--- config.mk ---
export PLATFORM = sky130hd
export DESIGN_NAME = ff_bank_scheduler
export DESIGN_NICKNAME = d
export VERILOG_FILES = /design/src/rtl/ff_bank_scheduler_pkg.sv /design/src/rtl/ff_bank_scheduler_jk_bank.sv /design/src/rtl/ff_bank_scheduler.sv
export SDC_FILE = /design/constraint.sdc
export NUM_CORES = 1
export LEC_CHECK = 0
export CAP_MARGIN = 15
export CORE_MARGIN = 2
export CORE_UTILIZATION = 43
export CTS_CLUSTER_SIZE = 10
export DETAILED_ROUTE_END_ITERATION = 8
export PLACE_DENSITY_LB_ADDON = 0.2
export SETUP_SLACK_MARGIN = 0.2
export SYNTH_ARGS = -nofsm -noshare
export SYNTH_HDL_FRONTEND = slang
export SYNTH_SLANG_ARGS = --single-unit
--- constraint.sdc ---
create_clock -name clk -period 1.65 [get_ports clk]
set_clock_uncertainty 0.15 [all_clocks]
set_input_delay 0.4125 -clock clk [delete_from_list [all_inputs] [get_ports clk]]
set_output_delay 0.4125 -clock clk [all_outputs]
set_load 0.03 [all_outputs]
--- src/rtl/ff_bank_scheduler_pkg.sv ---
// Shared constants for the JK bank scheduler: opcodes, FSM encoding, requester ids.
package ff_bank_scheduler_pkg;

   localparam logic [2:0] OP_HOLD   = 3'd0;
   localparam logic [2:0] OP_SET    = 3'd1;
   localparam logic [2:0] OP_CLEAR  = 3'd2;
   localparam logic [2:0] OP_TOGGLE = 3'd3;
   localparam logic [2:0] OP_LOAD   = 3'd4;

   localparam logic [1:0] S_IDLE  = 2'd0;
   localparam logic [1:0] S_APPLY = 2'd1;
   localparam logic [1:0] S_RESP  = 2'd2;

   localparam logic ID_A = 1'b0;
   localparam logic ID_B = 1'b1;

   function automatic logic op_legal(input logic [2:0] op);
      return (op <= OP_LOAD);
   endfunction

endpackage

--- src/rtl/ff_bank_scheduler_jk_bank.sv ---
// Bank of JK cells: 00 hold, 01 clear, 10 set, 11 toggle per bit.
module jk_bank #(
   parameter int WIDTH = 8
) (
   input  logic             clk,
   input  logic             reset,
   input  logic [WIDTH-1:0] j,
   input  logic [WIDTH-1:0] k,
   output logic [WIDTH-1:0] q
);

   always_ff @(posedge clk) begin
      if (reset) begin
         q <= '0;
      end else begin
         // Characteristic equation Q+ = J~Q | ~KQ applied bitwise.
         q <= (j & ~q) | (~k & q);
      end
   end

endmodule

--- src/rtl/ff_bank_scheduler.sv ---
// Two-requester round-robin command scheduler driving a JK register bank.
//
// state   | meaning
// S_IDLE  | arbitrate, accept one command via valid/ready
// S_APPLY | drive J/K from the latched command for one clock
// S_RESP  | bank updated; done/done_id/err presented
module ff_bank_scheduler
   import ff_bank_scheduler_pkg::*;
#(
   parameter int WIDTH = 8
) (
   input  logic             clk,
   input  logic             reset,
   input  logic             a_valid,
   output logic             a_ready,
   input  logic [2:0]       a_op,
   input  logic [WIDTH-1:0] a_mask,
   input  logic [WIDTH-1:0] a_data,
   input  logic             b_valid,
   output logic             b_ready,
   input  logic [2:0]       b_op,
   input  logic [WIDTH-1:0] b_mask,
   input  logic [WIDTH-1:0] b_data,
   output logic [WIDTH-1:0] q,
   output logic             busy,
   output logic             done,
   output logic             done_id,
   output logic             err
);

   logic [1:0]       state;
   logic [1:0]       state_nxt;
   logic             last;
   logic [2:0]       op_r;
   logic [WIDTH-1:0] mask_r;
   logic [WIDTH-1:0] data_r;
   logic             id_r;

   logic             idle;
   logic             grant_a;
   logic             grant_b;
   logic             hs_a;
   logic             hs_b;
   logic [WIDTH-1:0] j;
   logic [WIDTH-1:0] k;

   assign idle = (state == S_IDLE);

   // On a tie the requester that did not win the previous handshake goes first.
   assign grant_a = a_valid && (!b_valid || (last == ID_B));
   assign grant_b = b_valid && (!a_valid || (last == ID_A));

   assign a_ready = idle && grant_a && !reset;
   assign b_ready = idle && grant_b && !reset;

   assign hs_a = a_valid && a_ready;
   assign hs_b = b_valid && b_ready;

   always_comb begin
      state_nxt = state;
      case (state)
         S_IDLE:  if (hs_a || hs_b) state_nxt = S_APPLY;
         S_APPLY: state_nxt = S_RESP;
         S_RESP:  state_nxt = S_IDLE;
         default: state_nxt = S_IDLE;
      endcase
   end

   always_ff @(posedge clk) begin
      if (reset) begin
         state  <= S_IDLE;
         last   <= ID_B;
         op_r   <= OP_HOLD;
         mask_r <= '0;
         data_r <= '0;
         id_r   <= ID_A;
      end else begin
         state <= state_nxt;
         if (hs_a) begin
            last   <= ID_A;
            op_r   <= a_op;
            mask_r <= a_mask;
            data_r <= a_data;
            id_r   <= ID_A;
         end else if (hs_b) begin
            last   <= ID_B;
            op_r   <= b_op;
            mask_r <= b_mask;
            data_r <= b_data;
            id_r   <= ID_B;
         end
      end
   end

   always_comb begin
      j = '0;
      k = '0;
      if (state == S_APPLY) begin
         case (op_r)
            OP_SET: begin
               j = mask_r;
            end
            OP_CLEAR: begin
               k = mask_r;
            end
            OP_TOGGLE: begin
               j = mask_r;
               k = mask_r;
            end
            OP_LOAD: begin
               j = mask_r & data_r;
               k = mask_r & ~data_r;
            end
            default: begin
               j = '0;
               k = '0;
            end
         endcase
      end
   end

   jk_bank #(.WIDTH(WIDTH)) u_bank (
      .clk   (clk),
      .reset (reset),
      .j     (j),
      .k     (k),
      .q     (q)
   );

   // Status outputs derive from registered state and latched fields only.
   assign busy    = !idle && !reset;
   assign done    = (state == S_RESP) && !reset;
   assign done_id = done && id_r;
   assign err     = done && !op_legal(op_r);

endmodule

==> run_results.csv <==
group,metric,value,unit
sta,min_period,1.93,ns
placed_design,place_area,0.00262,mm^2
final_layout,drive_above_1_share,0.342,
sta,drv_slew,0,
final_layout,area_growth,50.6,%
clock_network,cts_tree,"yes",
grt,antenna_found_initial,0,
clock_network,htreeDepth,2,
clock_network,cts_buffers,5,
setup_path,worstPathCellList,"or3_4, nor3_4, buf_6",
placed_design,pre_cts_ws,-0.512,ns
logic_synthesis,synth_top_area_share,0.322,
grt,grt_use_met3,0.0427,
logic_synthesis,syn_nets,250,
logic_synthesis,ys_seq_area_frac,0.322,
job,maxCapViolCount,0,
setup_path,r2r_slack,-0.08,ns
setup_path,critPathBufInv,1,
die,die_x,71.0,um
routing,ant_nets,0,
die,start_util,0.446,
placed_design,post-dp-hpwl,3.86,mm
logic_synthesis,ys_seq_elements,31,
final_layout,design_area,0.00290,mm^2
logic_synthesis,synth_top_area_cell,"dfxtp_1",
setup_path,crit_family,"simple AND/OR/NAND/NOR gates",
setup_path,cp-start-kind,"register",
placed_design,gp_congestion,0.796,
logic_synthesis,async_reset_ff_frac,0,
logic_synthesis,yosys-top-cells-area,"dfxtp_1 (32%), o31ai_2 (12%), a311oi_1 (8.6%)",
logic_synthesis,synth_edf_count,0,
logic_synthesis,synth.most_common_cell,"dfxtp_1",
sta,fin_tns_setup,-1.93,ns
die,die_h,71.0,um
grt,grt_pass1_vias,1902,
sta,setup_viol,25,
sta,slew_headroom,0.832,
logic_synthesis,syn_area_per_cell,9.27,um^2
setup_path,critical_path.max_stage_delay,0.42,ns
grt,gr-total-overflow,0,
routing,drtIter0Drc,193,
grt,grt_usage,0.218,
status,violations,"negative setup slack",
power,power.density,804,mW/mm^2
power,p_leak,0.962,nW
final_layout,num-nets-final,313,
final_layout,antenna_cells,0,
routing,route.final.wire_length,5.29,mm
clock_network,clockBufferDepth,2,
status,outcome,"complete, but fails checks",
grt,use_met1,0.287,
final_layout,instances_no_fill,324,
sta,min_period_over_period,1.17,
routing,drt_first_pass_iters,4,
setup_path,endpoint_kind,"output port",
setup_path,arrival,1.36,ns
die,rows,24,
sta,worst_pin_slew,0.251,ns
logic_synthesis,synth_ff_type,"dfxtp_1",
final_layout,fillCellCount,347,
logic_synthesis,yosys-top-cells-count,"dfxtp_1 (31), a21oi_1 (19), a311oi_1 (19), nand4_1 (19), o31ai_2 (19)",
setup_path,cp_max_fo,4,
die,die-area,0.00504,mm^2
routing,drc,0,
grt,grt_max_degree,20,
setup_path,critPathSlowestCell,"or3_4",
sta,postLayoutSetupSlackWorst,-0.275,ns
die,coreArea,0.00432,mm^2
grt,grt_pass1_wl,8.78,mm
routing,num_vias,1941,
routing,wire_per_inst,16.3,um
logic_synthesis,syn_inst,208,
worst_hold_path,hp-class,"register to register",
clock_network,path_clk_slew,0.07,ns
logic_synthesis,syn-cell-area,0.00193,mm^2
logic_synthesis,synth-warning-count,0,
clock_network,cts_root_buf,"clkbuf_8",
sta,rsz0062_at_grt,"yes",
die,io_pins,56,
grt,met2_usage,0.349,
power,ir_drop,0.000483,V
clock_network,cts_sinks,31,
sta,finalHoldViolCount,0,
setup_path,worstPathRequired,1.09,ns
placed_design,portBuffers,55,
placed_design,dp.cells,313,
grt,globalRoute.busiestLayer,"met2",
sta,fmax,0.519,GHz
clock_network,clock_latency,0.29,ns
routing,viasPerCell,5.99,
setup_path,worst-setup-path-type,"register to output port",
logic_synthesis,synth.distinct_cells,31,
[repair_timing]
item,CTS,global route
endpoints found under the setup margin,37,35
gates resized for setup,25,14
buffers inserted,2,1
hold buffers,0,0
pin swaps,5,10
[kinds of logic (layout without fill, tap and decap cells)]
| kind of cell | Yosys count | after routing | share of synthesized area |
|---|---|---|---|
| AO/OA/AOI/OAI | 84 | 84 | 0.365 |
| buffers and inverters | 31 | 95 | 0.0869 |
| flip-flops | 31 | 31 | 0.322 |
| AND/OR/NAND/NOR | 62 | 62 | 0.226 |
[area by class of cell]
class	count	area, um^2	share of cell area
clock inverters	2	35.0	0.0121
clock buffers	6	82.6	0.0284
multi-input cells	146	1290	0.444
repair buffers	86	796	0.274
well taps	52	65.1	0.0224
flip-flops and latches	31	633	0.218
inverters	1	3.75	0.00129
[where the power goes]
part | internal, mW | total, mW | switching, mW
combinational | 0.338 | 0.673 | 0.336
sequential | 0.815 | 0.880 | 0.0647
clock | 0.488 | 0.783 | 0.295
total | 1.64 | 2.34 | 0.695
[cells in the final DEF (no fill, tap or decap), types with 2 or more instances in the layout]
master,n
clkdlybuf4s50_1,38
buf_4,36
dfxtp_1,25
nand4_1,19
a21oi_1,19
a311oi_1,19
o31ai_4,10
nand2_1,9
a31oi_1,9
o31ai_2,9
nand4bb_1,8
nand3b_1,8
a211o_1,8
o211ai_1,8
clkbuf_8,6
buf_6,6
dfxtp_2,4
nor3_4,2
nor2_4,2
dlygate4sd2_1,2
dfxtp_4,2
buf_12,2
[through the flow]
stage	utilization	power, mW	hold WS [ns]
after floorplan	-	1.25	0.331
after global placement	0.605	1.49	0.349
after detailed placement	0.605	1.50	0.357
after CTS	0.653	2.31	0.369
after global routing	0.672	2.43	0.375
final	0.672	2.34	0.351
[worst paths after layout]
path,from,to,depth (start not counted)
hold reg to reg,u_bank.q[4]$_SDFF_PP0_,u_bank.q[4]$_SDFF_PP0_,2
setup / recovery,state[1]$_SDFFE_PP0P_,a_ready,3
hold / removal,u_bank.q[4]$_SDFF_PP0_,u_bank.q[4]$_SDFF_PP0_,2
setup reg to reg,state[1]$_SDFFE_PP0P_,data_r[3]$_SDFFE_PP0P_,5
[routing by layer]
metal,vias to the layer above,share of wire
li1,965,-
met1,906,0.45
met2,57,0.47
met3,13,0.049
met4,0,0.023
met5,-,0
[state kept, by name (all words and copies together) (netlist names)]
signal    flops
data_r        8
id_r          1
last          1
mask_r        8
op_r          3
state         2
u_bank.q      8
[tightest hold or removal path: cells and delay by family (launching register included)]
kind             cells  cell delay, ns
AND/OR/NAND/NOR      1            0.06
flip-flops           1            0.34
AO/OA/AOI/OAI        1            0.07
(Power assumes the default switching activity.)
